[config.mk]
export PLATFORM = sky130hd
export DESIGN_NAME = mem_op_queue
export DESIGN_NICKNAME = d
export VERILOG_FILES = /design/src/rtl/mem_op_queue.sv
export SDC_FILE = /design/constraint.sdc
export NUM_CORES = 2
export LEC_CHECK = 0
export ABC_AREA = 1
export CAP_MARGIN = 20
export CORE_ASPECT_RATIO = 0.8
export CORE_UTILIZATION = 55
export CTS_BUF_LIST = sky130_fd_sc_hd__clkbuf_8
export DETAILED_ROUTE_END_ITERATION = 6
export MAX_ROUTING_LAYER = met4
export PLACE_DENSITY_LB_ADDON = 0.08
export RECOVER_POWER = 100
export SYNTH_ARGS = -nofsm -noshare
export SYNTH_HDL_FRONTEND = slang
export SYNTH_SLANG_ARGS = --single-unit
[constraint.sdc]
create_clock -name clk -period 3.25 [get_ports clk]
set_input_delay 0.4875 -clock clk [delete_from_list [all_inputs] [get_ports clk]]
set_output_delay 0.4875 -clock clk [all_outputs]
set_load 0.02 [all_outputs]
[src/rtl/mem_op_queue.sv]
// mem_op_queue: in-order load/store queue with CDB operand capture, issuing only from the head
module mem_op_queue #(
    parameter int DEPTH = 8,
    parameter int ROB_W = 5
) (
    input  logic                     clk,
    input  logic                     rst,
    input  logic                     flush,
    input  logic                     disp_valid,
    input  logic                     disp_is_store,
    input  logic [2:0]               disp_funct3,
    input  logic [31:0]              disp_imm,
    input  logic [ROB_W-1:0]         disp_rob,
    input  logic                     disp_rs1_rdy,
    input  logic [ROB_W-1:0]         disp_rs1_tag,
    input  logic [31:0]              disp_rs1_data,
    input  logic                     disp_rs2_rdy,
    input  logic [ROB_W-1:0]         disp_rs2_tag,
    input  logic [31:0]              disp_rs2_data,
    output logic                     full,
    output logic [$clog2(DEPTH):0]   count,
    input  logic                     cdb_valid,
    input  logic [ROB_W-1:0]         cdb_rob,
    input  logic [31:0]              cdb_data,
    input  logic [ROB_W-1:0]         rob_head,
    output logic                     ld_issue,
    input  logic                     ld_busy,
    output logic                     st_issue,
    input  logic                     st_busy,
    output logic [2:0]               iss_funct3,
    output logic [31:0]              iss_rs1_data,
    output logic [31:0]              iss_rs2_data,
    output logic [31:0]              iss_imm,
    output logic [ROB_W-1:0]         iss_rob
);
    localparam int PW = $clog2(DEPTH);
    localparam int CW = PW + 1;

    logic [DEPTH-1:0] vld_q, vld_d, st_q, st_d, r1_rdy_q, r1_rdy_d, r2_rdy_q, r2_rdy_d;
    logic [2:0]       f3_q     [DEPTH];
    logic [2:0]       f3_d     [DEPTH];
    logic [31:0]      imm_q    [DEPTH];
    logic [31:0]      imm_d    [DEPTH];
    logic [ROB_W-1:0] rob_q    [DEPTH];
    logic [ROB_W-1:0] rob_d    [DEPTH];
    logic [ROB_W-1:0] r1_tag_q [DEPTH];
    logic [ROB_W-1:0] r1_tag_d [DEPTH];
    logic [ROB_W-1:0] r2_tag_q [DEPTH];
    logic [ROB_W-1:0] r2_tag_d [DEPTH];
    logic [31:0]      r1_q     [DEPTH];
    logic [31:0]      r1_d     [DEPTH];
    logic [31:0]      r2_q     [DEPTH];
    logic [31:0]      r2_d     [DEPTH];
    logic [PW-1:0]    head_q, head_d, tail_q, tail_d;
    logic [CW-1:0]    count_q, count_d;
    logic             push, pop;
    logic             d_r1_rdy, d_r2_rdy;
    logic [31:0]      d_r1, d_r2;

    // Source capture at dispatch, including a same-cycle CDB hit; loads never wait on rs2
    always_comb begin
        d_r1_rdy = disp_rs1_rdy || (cdb_valid && cdb_rob == disp_rs1_tag);
        d_r1     = disp_rs1_rdy ? disp_rs1_data : cdb_data;
        d_r2_rdy = !disp_is_store || disp_rs2_rdy || (cdb_valid && cdb_rob == disp_rs2_tag);
        d_r2     = (disp_is_store && !disp_rs2_rdy) ? cdb_data : disp_rs2_data;
    end

    // Head issue decision; operands come only from already-latched entry state
    always_comb begin
        ld_issue     = !rst && !flush && vld_q[head_q] && !st_q[head_q] && r1_rdy_q[head_q] && !ld_busy;
        st_issue     = !rst && !flush && vld_q[head_q] && st_q[head_q] && r1_rdy_q[head_q]
                       && r2_rdy_q[head_q] && rob_head == rob_q[head_q] && !st_busy;
        iss_funct3   = f3_q[head_q];
        iss_rs1_data = r1_q[head_q];
        iss_rs2_data = r2_q[head_q];
        iss_imm      = imm_q[head_q];
        iss_rob      = rob_q[head_q];
        full         = count_q == CW'(DEPTH);
        count        = count_q;
        push         = disp_valid && !full && !flush;
        pop          = ld_issue || st_issue;
    end

    // Next state: CDB wakeup of waiting entries, head pop, tail write, then flush override
    always_comb begin
        vld_d    = vld_q;
        st_d     = st_q;
        r1_rdy_d = r1_rdy_q;
        r2_rdy_d = r2_rdy_q;
        f3_d     = f3_q;
        imm_d    = imm_q;
        rob_d    = rob_q;
        r1_tag_d = r1_tag_q;
        r2_tag_d = r2_tag_q;
        r1_d     = r1_q;
        r2_d     = r2_q;
        for (int i = 0; i < DEPTH; i++) begin
            if (vld_q[i] && !r1_rdy_q[i] && cdb_valid && cdb_rob == r1_tag_q[i]) begin
                r1_rdy_d[i] = 1'b1;
                r1_d[i]     = cdb_data;
            end
            if (vld_q[i] && !r2_rdy_q[i] && cdb_valid && cdb_rob == r2_tag_q[i]) begin
                r2_rdy_d[i] = 1'b1;
                r2_d[i]     = cdb_data;
            end
        end
        if (pop) vld_d[head_q] = 1'b0;
        if (push) begin
            vld_d[tail_q]    = 1'b1;
            st_d[tail_q]     = disp_is_store;
            f3_d[tail_q]     = disp_funct3;
            imm_d[tail_q]    = disp_imm;
            rob_d[tail_q]    = disp_rob;
            r1_tag_d[tail_q] = disp_rs1_tag;
            r2_tag_d[tail_q] = disp_rs2_tag;
            r1_rdy_d[tail_q] = d_r1_rdy;
            r2_rdy_d[tail_q] = d_r2_rdy;
            r1_d[tail_q]     = d_r1;
            r2_d[tail_q]     = d_r2;
        end
        head_d  = head_q + PW'(pop);
        tail_d  = tail_q + PW'(push);
        count_d = count_q + CW'(push) - CW'(pop);
        if (flush) begin
            vld_d   = '0;
            head_d  = '0;
            tail_d  = '0;
            count_d = '0;
        end
    end

    // Control state: valid bits, pointers and occupancy
    always_ff @(posedge clk) begin
        if (rst) begin
            vld_q   <= '0;
            head_q  <= '0;
            tail_q  <= '0;
            count_q <= '0;
        end else begin
            vld_q   <= vld_d;
            head_q  <= head_d;
            tail_q  <= tail_d;
            count_q <= count_d;
        end
    end

    // Entry payload; meaningless while the valid bit is clear, so it needs no reset
    always_ff @(posedge clk) begin
        st_q     <= st_d;
        r1_rdy_q <= r1_rdy_d;
        r2_rdy_q <= r2_rdy_d;
        f3_q     <= f3_d;
        imm_q    <= imm_d;
        rob_q    <= rob_d;
        r1_tag_q <= r1_tag_d;
        r2_tag_q <= r2_tag_d;
        r1_q     <= r1_d;
        r2_q     <= r2_d;
    end
endmodule

==> results.toml <==
[status]
outcome = "finished, violations left"
violations = "max-capacitance violations, max-slew violations"

[route]
drt-initial-drc-count = 5075
first_pass_iters = 6
wl_per_cell_um = 24.0
viasPerCell = 6.14
vias = 36618
detail-route-antenna-nets = 0
drc = 0
finalWirelength_um = 143000

[setup_path]
r2r_start = "head_q[1]$_SDFF_PN0_"
crit_type = "reg -> out"
r2r_setup_slack_ns = 0.16
r2r_cells = 18
start_kind = "flip-flop"
cp_data_required_time_ns = 2.76
cp.arrival_ns = 2.76
end_kind = "output pin"
critPathMaxFanout = 21
worst_r2r_endpoint = "count[2]$_SDFF_PN0_"

[yosys]
yosysWarnings = 0
synth_top_area_frac = 0.296
synthArstFlopShare = 0
ys_seq_area_frac = 0.560
yosys-top-cells-area = "edfxtp_1 (30%), dfxtp_1 (26%), o21ai_0 (7.0%)"
synth_nets = 4785
ys_types = 47
synth_edf_count = 408
synthCells = 4609
syn_area_um2 = 41400
yosysTopAreaCell = "edfxtp_1"
synth_seq_cells = 954
syn_area_per_cell_um2 = 8.98
ys.flop_type = "dfxtp_1"

[floorplanning]
std_cell_rows = 89
start_util = 0.559
die-area_um2 = 76400
ios = 277
coreArea_um2 = 74100
dieWidth_um = 309
die_h_um = 247

[timing]
finalHoldViolCount = 0
fmax_mhz = 308
fin_crit_ns = 3.25
drv_slew = 66
period_share = 0.999
setup_viol = 0
rsz0062_at_grt = "yes"
finClkSkew_ns = 0.0345
tightestPinTransition_ns = 1.57
fin_tns_setup_ns = 0
hold_ws_ns = 0.399
fin_ws_ns = 0.00254
maxSlewHeadroom = -0.0475

[layout]
design_area_um2 = 48800
syn_to_final_growth_pct = 17.9
drive_gt1_frac = 0.112
final_nets = 5019
final_cell_mix = "nand2_1 (607), o21ai_0 (586), dfxtp_1 (543), a21oi_1 (454), nor2_1 (443)"
fillers = 6139
final_common_cell = "nand2_1"

[hold_path]
holdPathStages = 6
min-delay-start = "disp_rs1_rdy"
hold_path_end = "r1_rdy_q[2]$_DFF_P_"
hold_path.class = "in -> reg"

[place]
io_buffers = 276
pre_cts_ws_ns = -0.0694
gp_routability_congestion = 0.889
hpwlAfterDp_um = 82000
dpl-instance-area_um2 = 45700

[clock_network]
cts_tree = "yes"
cts-root-buf = "clkbuf_8"
cts_inserted_buffers = 150
clk_latency_ns = 0.85
clk_pin_slew_ns = 0.06
clockBufferDepth = 3
ctsHoldBuffers = 0
clock_sinks = 954
htreeDepth = 4

[flow_run]
cap_viol_max_count = 1

[pwr]
ir_drop_uv = 389
p_leak_nw = 19.5
p_per_area_nw_per_um2 = 524

[global_routing]
grt_pass1_vias = 33314
grt-ovfl-total = 0
grtUsageTotal = 0.379
grt_pass1_wl_um = 209000
grt_max_degree = 74
antenna_found_initial = 6
==> sequential cells by signal, indices dropped and copies added (netlist names) <==
name,flops
r1_q,256
r1_tag_q,40
vld_q,8
tail_q,3
st_q,8
r1_rdy_q,8
imm_q,256
f3_q,24
r2_rdy_q,8
r2_tag_q,40
head_q,3
r2_q,256
rob_q,40
count,4
==> stage by stage <==
stage | utilization | total power, W | std cells
6_report | 0.659 | 0.0256 | 5966
5_1_grt | 0.659 | 0.0265 | 5965
4_1_cts | 0.665 | 0.0257 | 5956
3_5_place_dp | 0.617 | 0.0161 | 5666
3_3_place_gp | 0.617 | 0.0161 | 5666
2_1_floorplan | - | 0.0149 | 4609
==> how the worst max path moves through the flow <==
stage,from,end,slack (ns)
2_1_floorplan,count[2]$_SDFF_PN0_,f3_q[10]$_DFFE_PP_,0.49
3_3_place_gp,flush,count[1]$_SDFF_PN0_,-0.04
3_5_place_dp,flush,count[1]$_SDFF_PN0_,-0.07
4_1_cts,head_q[1]$_SDFF_PN0_,iss_rs1_data[12],-0.02
5_1_grt,head_q[2]$_SDFF_PN0_,iss_rs1_data[19],-0.03
6_report,head_q[2]$_SDFF_PN0_,iss_rs1_data[19],0.003
==> cells by family (layout without fill, tap and decap cells) <==
family / count (synthesis) / after routing / share of synthesized area
compound gates: 1604 / 1604 / 0.225
fa+ha+maj: 10 / 10 / 0.00320
simple gates: 1242 / 1242 / 0.123
buf+inv: 726 / 1076 / 0.0733
other cells: 0 / 6 / 0
xor+xnor: 73 / 73 / 0.0154
flops: 954 / 954 / 0.560
==> synth_stat cells (11+ instances only) <==
master	instances
a211oi_1	120
a21oi_1	455
a221oi_1	104
a22o_1	23
a22oi_1	105
buf_1	43
buf_2	100
buf_6	19
clkbuf_1	193
dfxtp_1	546
edfxtp_1	408
inv_1	343
inv_2	11
nand2_1	609
nand2_2	13
nand3_1	57
nand4_1	74
nor2_1	450
o2111ai_1	21
o21ai_0	582
o21ai_1	78
o22ai_1	95
xnor2_1	18
xor2_1	55
==> critical path: stages (launching register included) <==
cell,delay (ns)
dfxtp_4,0.38
inv_4,0.09
nor2_4,0.06
nand2_4,0.12
buf_8,0.30
o21ai_0,0.15
a221oi_2,0.24
o2111ai_2,0.27
clkdlybuf4s15_2,0.32
==> repair_timing <==
action / 4_1_cts / 5_1_grt
endpoints found under the setup margin: 106 / 71
gates resized for setup: 360 / 56
cloned: 8 / 3
buffers inserted: 14 / 2
pin swaps: 44 / 16
==> power breakdown <==
group          total, W  switching, W  internal (W)
Combinational   0.00250       0.00154      0.000953
Clock           0.00979       0.00483       0.00496
Sequential       0.0133      0.000268        0.0130
==> per-layer routing <==
metal  global-route usage  up-vias  share of wire
li1                     -    16722              -
met1                0.497    17279           0.40
met2                0.569     2180           0.44
met3               0.0756      437           0.12
met4                0.173        0          0.043
met5                    -        -              0
==> final cells by class <==
class                   instances  area [µm²]  area share
flip-flops and latches        954       23200       0.475
multi-input cells            2929       15600       0.320
repair buffers                447        4440      0.0910
clock buffers                 174        2390      0.0491
inverters                     361        1430      0.0293
well taps                    1001        1250      0.0257
clock inverters                94         445     0.00913
diodes                          6        15.0    0.000308
(Power assumes the default switching activity.)
